File: config.mk
export PLATFORM = sky130hd
export DESIGN_NAME = core_seq_ctrl
export DESIGN_NICKNAME = d
export VERILOG_FILES = /design/src/rtl/core_seq_pkg.sv /design/src/rtl/core_seq_wdog.sv /design/src/rtl/core_seq_ctrl.sv
export SDC_FILE = /design/constraint.sdc
export NUM_CORES = 1
export LEC_CHECK = 0
export BUFFER_PORTS_ARGS = -buffer_cell sky130_fd_sc_hd__buf_2
export CAP_MARGIN = 20
export CORE_ASPECT_RATIO = 1.2
export CORE_MARGIN = 4
export CORE_UTILIZATION = 44
export CTS_CLUSTER_SIZE = 24
export DETAILED_ROUTE_END_ITERATION = 10
export GPL_TIMING_DRIVEN = 0
export MAX_ROUTING_LAYER = met4
export PLACE_DENSITY = 0.76
export SLEW_MARGIN = 10
export SYNTH_ARGS = -nofsm -noshare
export SYNTH_HDL_FRONTEND = slang
export SYNTH_SLANG_ARGS = --single-unit
File: constraint.sdc
create_clock -name i_clock -period 1.75 [get_ports i_clock]
set_clock_uncertainty 0.05 [all_clocks]
set_input_delay 0.35 -clock i_clock [delete_from_list [all_inputs] [get_ports i_clock]]
set_output_delay 0.35 -clock i_clock [all_outputs]
set_load 0.03 [all_outputs]
File: src/rtl/core_seq_pkg.sv
// core_seq_pkg: shared types and constants for the RV32E multi-cycle sequencer.
//   state_e         - 3-bit sequencer state encoding (StIdle = 0 ... StHalt = 7)
//   EbreakInstDef   - default encoding of the halting ebreak instruction
//   wdog_width()    - bit width needed for a watchdog that counts up to a timeout
package core_seq_pkg;

  typedef enum logic [2:0] {
    StIdle  = 3'd0,
    StFetch = 3'd1,
    StIwait = 3'd2,
    StExec  = 3'd3,
    StMem   = 3'd4,
    StMwait = 3'd5,
    StWb    = 3'd6,
    StHalt  = 3'd7
  } state_e;

  localparam logic [31:0] EbreakInstDef = 32'h00100073;

  // $clog2(timeout + 1), never narrower than one bit.
  function automatic int unsigned wdog_width(input int unsigned timeout);
    int unsigned w;
    w = $clog2(timeout + 1);
    if (w == 0) w = 1;
    return w;
  endfunction

endpackage

File: src/rtl/core_seq_wdog.sv
// core_seq_wdog: wait-state watchdog for the sequencer.
// Counts cycles while enabled; clear (or reset) returns it to zero. o_expire is high in the
// cycle that would be the TIMEOUT-th consecutive enabled cycle, so the owner can leave the
// wait state on the following edge.
// Ports:
//   i_clock   in  1  rising-edge clock
//   i_reset   in  1  synchronous active-high reset
//   i_clear   in  1  zero the count (owner is outside any wait state)
//   i_enable  in  1  count this cycle
//   o_expire  out 1  TIMEOUT enabled cycles reached
module core_seq_wdog import core_seq_pkg::*; #(
  parameter int unsigned TIMEOUT = 1023
) (
  input  logic i_clock,
  input  logic i_reset,
  input  logic i_clear,
  input  logic i_enable,
  output logic o_expire
);

  localparam int unsigned Width = wdog_width(TIMEOUT);
  localparam logic [Width-1:0] Limit = Width'(TIMEOUT - 1);

  logic [Width-1:0] r_count;

  always_ff @(posedge i_clock) begin
    if (i_reset || i_clear) begin
      r_count <= '0;
    end else if (i_enable) begin
      r_count <= r_count + Width'(1);
    end
  end

  assign o_expire = i_enable && (r_count == Limit);

endmodule

File: src/rtl/core_seq_ctrl.sv
// core_seq_ctrl: multi-cycle sequencer for the RV32E core.
// Fetches over a valid/ready handshake, latches the instruction, lets the datapath settle
// for one EXEC cycle, optionally performs a load/store handshake, then allows exactly one
// write-back cycle (PC update + gated register write). Halts on ebreak or on a watchdog
// timeout in any wait state. Outputs are decoded from state only, except o_reg_wen.
// Optional feature macro: CORE_SEQ_PERF_EN adds 64-bit cycle and retired-instruction counters.
// Ports:
//   i_clock, i_reset           clock, synchronous active-high reset
//   o_ifu_req_valid            fetch request (address is the PC unit's current PC)
//   i_ifu_req_ready            IFU accepts request
//   i_ifu_rsp_valid/_inst      fetched instruction and its valid
//   o_inst                     latched instruction register feeding the IDU
//   i_is_mem                   IDU decode: current instruction is a load/store
//   o_lsu_req_valid            memory access request
//   i_lsu_req_ready            LSU accepts request
//   i_lsu_rsp_valid            LSU access complete
//   i_exu_reg_wen              EXU combinational register write enable
//   o_reg_wen                  gated register-file write enable
//   o_pc_wen                   PC update strobe
//   o_halt, o_halt_err         sticky halt, and halt caused by timeout (0 = ebreak)
//   o_perf_cycles/_insts       (CORE_SEQ_PERF_EN only) non-halted cycles, write-back count
module core_seq_ctrl import core_seq_pkg::*; #(
  parameter int unsigned      XLEN        = 32,
  parameter int unsigned      TIMEOUT     = 1023,
  parameter logic [XLEN-1:0]  EBREAK_INST = XLEN'(EbreakInstDef)
) (
  input  logic            i_clock,
  input  logic            i_reset,
  output logic            o_ifu_req_valid,
  input  logic            i_ifu_req_ready,
  input  logic            i_ifu_rsp_valid,
  input  logic [XLEN-1:0] i_ifu_rsp_inst,
  output logic [XLEN-1:0] o_inst,
  input  logic            i_is_mem,
  output logic            o_lsu_req_valid,
  input  logic            i_lsu_req_ready,
  input  logic            i_lsu_rsp_valid,
  input  logic            i_exu_reg_wen,
  output logic            o_reg_wen,
  output logic            o_pc_wen,
  output logic            o_halt,
  output logic            o_halt_err
`ifdef CORE_SEQ_PERF_EN
  ,
  output logic [63:0]     o_perf_cycles,
  output logic [63:0]     o_perf_insts
`endif
);

  state_e          r_state;
  state_e          w_state_next;
  logic [XLEN-1:0] r_inst;
  logic            r_halt_err;
  logic            w_latch;
  logic            w_set_err;
  logic            w_wait;
  logic            w_expire;

  assign w_wait = (r_state == StFetch) || (r_state == StIwait) ||
                  (r_state == StMem)   || (r_state == StMwait);

  core_seq_wdog #(
    .TIMEOUT (TIMEOUT)
  ) u_wdog (
    .i_clock  (i_clock),
    .i_reset  (i_reset),
    .i_clear  (!w_wait),
    .i_enable (w_wait),
    .o_expire (w_expire)
  );

  // Responses arriving outside their request/wait state fall through to the hold default.
  always_comb begin
    w_state_next = r_state;
    w_latch      = 1'b0;
    w_set_err    = 1'b0;
    case (r_state)
      StIdle: w_state_next = StFetch;
      StFetch: begin
        if (w_expire) begin
          w_state_next = StHalt;
          w_set_err    = 1'b1;
        end else if (i_ifu_req_ready) begin
          if (i_ifu_rsp_valid) begin
            w_latch      = 1'b1;
            w_state_next = StExec;
          end else begin
            w_state_next = StIwait;
          end
        end
      end
      StIwait: begin
        if (w_expire) begin
          w_state_next = StHalt;
          w_set_err    = 1'b1;
        end else if (i_ifu_rsp_valid) begin
          w_latch      = 1'b1;
          w_state_next = StExec;
        end
      end
      StExec: begin
        if (r_inst == EBREAK_INST) w_state_next = StHalt;
        else if (i_is_mem)         w_state_next = StMem;
        else                       w_state_next = StWb;
      end
      StMem: begin
        if (w_expire) begin
          w_state_next = StHalt;
          w_set_err    = 1'b1;
        end else if (i_lsu_req_ready) begin
          w_state_next = i_lsu_rsp_valid ? StWb : StMwait;
        end
      end
      StMwait: begin
        if (w_expire) begin
          w_state_next = StHalt;
          w_set_err    = 1'b1;
        end else if (i_lsu_rsp_valid) begin
          w_state_next = StWb;
        end
      end
      StWb:    w_state_next = StFetch;
      StHalt:  w_state_next = StHalt;
      default: w_state_next = StIdle;
    endcase
  end

  always_ff @(posedge i_clock) begin
    if (i_reset) begin
      r_state    <= StIdle;
      r_inst     <= '0;
      r_halt_err <= 1'b0;
    end else begin
      r_state <= w_state_next;
      if (w_latch)   r_inst     <= i_ifu_rsp_inst;
      if (w_set_err) r_halt_err <= 1'b1;
    end
  end

  assign o_ifu_req_valid = (r_state == StFetch);
  assign o_lsu_req_valid = (r_state == StMem);
  assign o_pc_wen        = (r_state == StWb);
  assign o_reg_wen       = (r_state == StWb) && i_exu_reg_wen;
  assign o_halt          = (r_state == StHalt);
  assign o_halt_err      = r_halt_err;
  assign o_inst          = r_inst;

`ifdef CORE_SEQ_PERF_EN
  logic [63:0] r_perf_cycles;
  logic [63:0] r_perf_insts;

  always_ff @(posedge i_clock) begin
    if (i_reset) begin
      r_perf_cycles <= '0;
      r_perf_insts  <= '0;
    end else begin
      if (r_state != StHalt) r_perf_cycles <= r_perf_cycles + 64'd1;
      if (r_state == StWb)   r_perf_insts  <= r_perf_insts + 64'd1;
    end
  end

  assign o_perf_cycles = r_perf_cycles;
  assign o_perf_insts  = r_perf_insts;
`endif

endmodule

# Word-level counts from Yosys, hierarchy flattened
# Index checks and enable logic that the tools add are counted.
# W data, S select, Z words.
[totals]
ff_bits = 46
inputBits = 40
elab_cells = 49
[classes]
add_sub_neg = 1
eq_ne = 13
mux = 20
reduce_logical = 11
[ops]
columns = ["operator", "n"]
rows = [
  ["$eq A32 B21 Y1 const B", 1],
  ["$mux W3", 8],
  ["$pmux W3 S7", 1],
  ["$eq A3 B3 Y1 const B", 4],
  ["$add A10 B1 Y10 const B", 1],
  ["$eq A10 B10 Y1 const B", 1],
  ["$mux W1", 7],
  ["$eq A3 B2 Y1 const B", 2],
  ["$mux W2", 3],
  ["$ne A3 B1 Y1 const B", 2],
  ["$ne A3 B2 Y1 const B", 2],
  ["$logic_or A1 B1 Y1", 4],
  ["$reduce_and A4 Y1", 1],
  ["$reduce_or A4 Y1", 1],
  ["$eq A3 B1 Y1 const B", 1],
  ["$logic_not A3 Y1", 1],
  ["$logic_and A1 B1 Y1", 2],
  ["$pmux W1 S2", 1],
  ["$reduce_or A2 Y1", 1],
  ["$logic_not A1 Y1", 1],
]

# Longest topological paths before layout
[depth]
ltp_word = 7
depth_mapped = 7

# Cells and area by module
# From an unflattened synthesis, not the netlist that was laid out.
[hier_totals]
hier_cells = 217
area_unflattened_um2 = 2058.2
[by_module_without_submodules]
columns = ["mod", "n_inst", "cells_each", "area_each_um2", "seq_area_each_um2"]
rows = [
  ["core_seq_ctrl", 1, 162, 1585.3, 720.7],
  ["core_seq_wdog", 1, 55, 473.0, 200.2],
]

# Worst setup path after synthesis
# OpenSTA, ideal clock, no wires.
[synth_path]
path_kind = "reg-to-output"
startpoint = "reg r_state[2]"
endpoint = "out o_reg_wen"
t_arrival_ns = 1.431
required_time_ns = 1.350
path_slack_ns = -0.081
path_stages_with_launch = 4
path_buffers = 0
path_cell_list = "dfxtp_1 inv_1 nor2_1 and2_1"
[synth_via]
elab_chain_cells = 2
[synth_lines]
columns = ["item", "line", "source"]
rows = [
  ["start: declaration", "core_seq_ctrl.sv:50", "state_e r_state;"],
  ["start signal: assignment", "core_seq_ctrl.sv:130", "r_state <= StIdle;"],
  ["start signal: assignment", "core_seq_ctrl.sv:134", "r_state <= w_state_next;"],
  ["$eq A3 B3 Y1", "--", ""],
  ["named net o_pc_wen", "core_seq_ctrl.sv:40", "output logic o_pc_wen,"],
  ["$logic_and A1 B1 Y1", "core_seq_ctrl.sv:143", "assign o_reg_wen = (r_state == StWb) && i_exu_reg_wen;"],
  ["end: declaration", "core_seq_ctrl.sv:39", "output logic o_reg_wen,"],
]
# The timed path passes the listed nets, and every way through them passes these cells.

# Final worst setup path
[layout_path]
startpoint = "reg u_wdog.r_count[0]"
endpoint = "reg r_state[0]"
[layout_via]
elab_chain_cells = 4
elab_cells_between_ends = 12
[layout_lines]
columns = ["item", "line", "source"]
rows = [
  ["start: declaration", "core_seq_wdog.sv:24", "logic [Width-1:0] r_count;"],
  ["start signal: assignment", "core_seq_wdog.sv:30", "r_count <= r_count + Width'(1);"],
  ["$eq A10 B10 Y1 (*)", "core_seq_wdog.sv:34", "assign o_expire = i_enable && (r_count == Limit);"],
  ["$logic_and A1 B1 Y1 (*)", "core_seq_wdog.sv:34", ""],
  ["$mux W3 (tied with other cells)", "core_seq_ctrl.sv:115", "if (w_expire) begin"],
  ["$pmux W3 S7 / $reduce_and A4 Y1 (equally long branches)", "--", ""],
]
# Mark *: on every way between the ends. The rest lies on a longest branch, timed or not.
# A chain may end at the register's enable or synchronous reset.

==> key figures <==
Yosys
  – Synthesized area: 2060 µm²
  – #FFs+latches synth: 46
  – Post-synthesis adder-cell area fraction: 0.0122
  – Synth Area per Inst: 9.71 µm²
  – Mux share of post-synthesis cell area: 0.168
  – Syn Inst Count: 212
  – Top FF cell, synth: dfxtp_1
  – Synth Area in Simple Gates: 0.237
  – Post-Synth XOR/XNOR Area: 0.0383
  – Yosys warns: 0
  – Synth async-reset ratio: 0
  – Netlist cell types: 43
  – Number of flops mapped to enable cells by yosys: 0
  – Synth Area in Compound Gates: 0.0486
  – Largest family of logic cells by synthesized area: simple AND/OR/NAND/NOR gates
  – Net Count, Synth: 254
  – Sequential share of the synthesized area: 0.447

Pwr
  – Tot Pwr: 3.59 mW
  – Maximum VDD drop: 0.757 mV
  – PD cells: 1310 nW/µm²
  – Leak Pwr: 1.40 nW

STA
  – # setup viols final: 0
  – Slew @ Worst Pin: 0.472 ns
  – RSZ-0062 raised after global routing: yes
  – Fmax: 595 MHz
  – Slew Limit Fails: 0
  – Final worst slack: 0.0701 ns
  – Final min period: 1.68 ns
  – Setup TNS Final: 0 ns
  – Final hold violation count: 0
  – Slew Limit Headroom: 0.683
  – Final cycle utilization of the critical path: 0.960

Global routing
  – Total track usage: 0.161
  – Initial antenna violation count: 0
  – Largest net degree at the start of global routing: 14
  – Vias in the first global route: 1660
  – First-pass GRT wire length: 7.54 mm
  – Remaining global-route overflow: 0

CTS
  – Clock buffer depth: 2
  – Hold_buf cts: 0
  – Clk sink count: 46
  – TritonCTS clock tree: done
  – Reg clk slew, reported paths: 0.08 ns
  – H-tree depth: 2
  – Root Buffer: clkbuf_8
  – Num CTS Buffers: 5
  – Clk Latency, worst-skew pair: 0.29 ns

Setup path
  – Worst Path Required: 1.89 ns
  – Crit path kind: flop to flop
  – Worst Setup End Kind: flop
  – CP arrival: 1.82 ns
  – CP max FO: 5
  – Startpoint Class: flop

Final layout
  – Commonest cells after routing, fill and taps aside: buf_2, nor2_1, dfxtp_1
  – Layout Cells excl Fill: 360
  – Commonest non-fill, non-tap cell in the layout: buf_2
  – Total Nets Final: 343
  – Fillers: 406
  – Ant diodes: 0
  – Post-route cell area: 2750 µm²
  – Area delta synth->final: 33.5%
  – Share of layout cells above drive strength 1: 0.404

Run status
  – Outcome: complete, no violations

Placement
  – Setup slack at placement: -0.0246 ns
  – PortBufs: 77
  – RePlAce Congestion: 0.732
  – Placed Area: 2530 µm²
  – Post-DP HPWL: 3.46 mm
  – Dpl cells: 347

Route
  – DRT antenna net count: 0
  – Routed wire per std cell: 12.7 µm
  – Via count: 1764
  – DR DRC count: 0
  – Drt first pass iters: 4
  – Initial drt markers: 82
  – Drt total wl: 4.59 mm
  – Vias per cell: 4.90

Floorplan
  – Initial Util: 0.452
  – Die Span Y: 82.9 µm
  – Die area: 5840 µm²
  – Site Rows: 27
  – Core area: 4560 µm²
  – Io pins: 78
  – Die Wd: 70.5 µm

Hold path
  – HP Class: primary input to flop

Job
  – Max Cap Violations: 0
[final timing paths]
path / from / to / slack (ns) / depth (start not counted)
setup / recovery: u_wdog.r_count[0]$_SDFFE_PP0P_ / r_state[0]$_SDFFE_PP0P_ / 0.07 / 7
setup reg to reg: u_wdog.r_count[0]$_SDFFE_PP0P_ / r_state[0]$_SDFFE_PP0P_ / 0.07 / 7
hold / removal: i_ifu_rsp_inst[30] / o_inst[30]$_SDFFE_PP0P_ / 0.24 / 3
hold reg to reg: o_halt_err$_SDFFE_PP0P_ / o_halt_err$_SDFFE_PP0P_ / 0.44 / 2
[worst max-delay path: stages, from the launching register on]
cell and delay [ns]:
dfxtp_2 0.33, inv_1 0.04, ha_2 0.17, nand2_1 0.08, and2b_1 0.18, and3_4 0.20
or4b_1 0.46, o31ai_1 0.08
[where the power goes]
group          internal [mW]  switching (mW)  total [mW]
sequential              1.22           0.133        1.35
clock                  0.319           0.328       0.647
combinational          0.716           0.877        1.59
[through the flow]
step	utilization	hold WS, ns
2_1_floorplan	-	0.391
4_1_cts	0.583	0.228
3_3_place_gp	0.554	0.404
5_1_grt	0.603	0.236
3_5_place_dp	0.554	0.416
6_report	0.603	0.235
[registers in the layout, indices dropped and copies added, names as in the netlist]
| signal | count |
|---|---|
| r_state | 3 |
| u_wdog.r_count | 10 |
| o_inst | 32 |
| o_halt_err | 1 |
[cell usage after synthesis, types with 2 or more instances]
cell type / count / area share
a21oi_1: 3 / 0.0073
a41oi_1: 2 / 0.0085
buf_6: 5 / 0.027
clkbuf_1: 4 / 0.0073
dfxtp_1: 46 / 0.45
ha_1: 2 / 0.012
inv_1: 4 / 0.0073
mux2i_1: 32 / 0.16
nand2_1: 9 / 0.016
nand3_1: 5 / 0.012
nand4_1: 3 / 0.0091
nor2_1: 53 / 0.097
nor3_1: 3 / 0.0073
nor4_1: 4 / 0.012
nor4b_1: 2 / 0.0085
xnor2_1: 3 / 0.013
xor2_1: 6 / 0.026
[what timing repair did]
item | CTS | global route
buffers inserted | 2 | 3
endpoints found under the setup margin | 12 | 34
resized for setup | 7 | 24
cloned | 0 | 0
pin swaps | 2 | 3
[metal layers]
metal	part of all wire	wire [µm]	GRT usage
met3	0.069	316	0.0387
met1	0.42	1910	0.185
met5	0	0	-
met4	0.011	51	0.0610
met2	0.50	2310	0.267
[kinds of logic after synthesis]
kind of cell / Yosys count
AND/OR/NAND/NOR: 96
flip-flops: 46
multiplexers: 34
buffers and inverters: 14
XOR/XNOR: 9
adder cells (fa/ha/maj): 2
AO/OA/AOI/OAI: 11
[final cells by class]
| class | count | area [µm²] | share of cell area |
|---|---|---|---|
| Buffer | 10 | 103 | 0.0373 |
| Clock buffer | 7 | 86.3 | 0.0314 |
| Tap cell | 58 | 72.6 | 0.0264 |
| Sequential cell | 46 | 941 | 0.342 |
| Inverter | 4 | 15.0 | 0.00546 |
| Multi-Input combinational cell | 152 | 1080 | 0.392 |
| Clock inverter | 1 | 5.00 | 0.00182 |
| Timing Repair Buffer | 82 | 450 | 0.164 |
(Power assumes the default switching activity.)
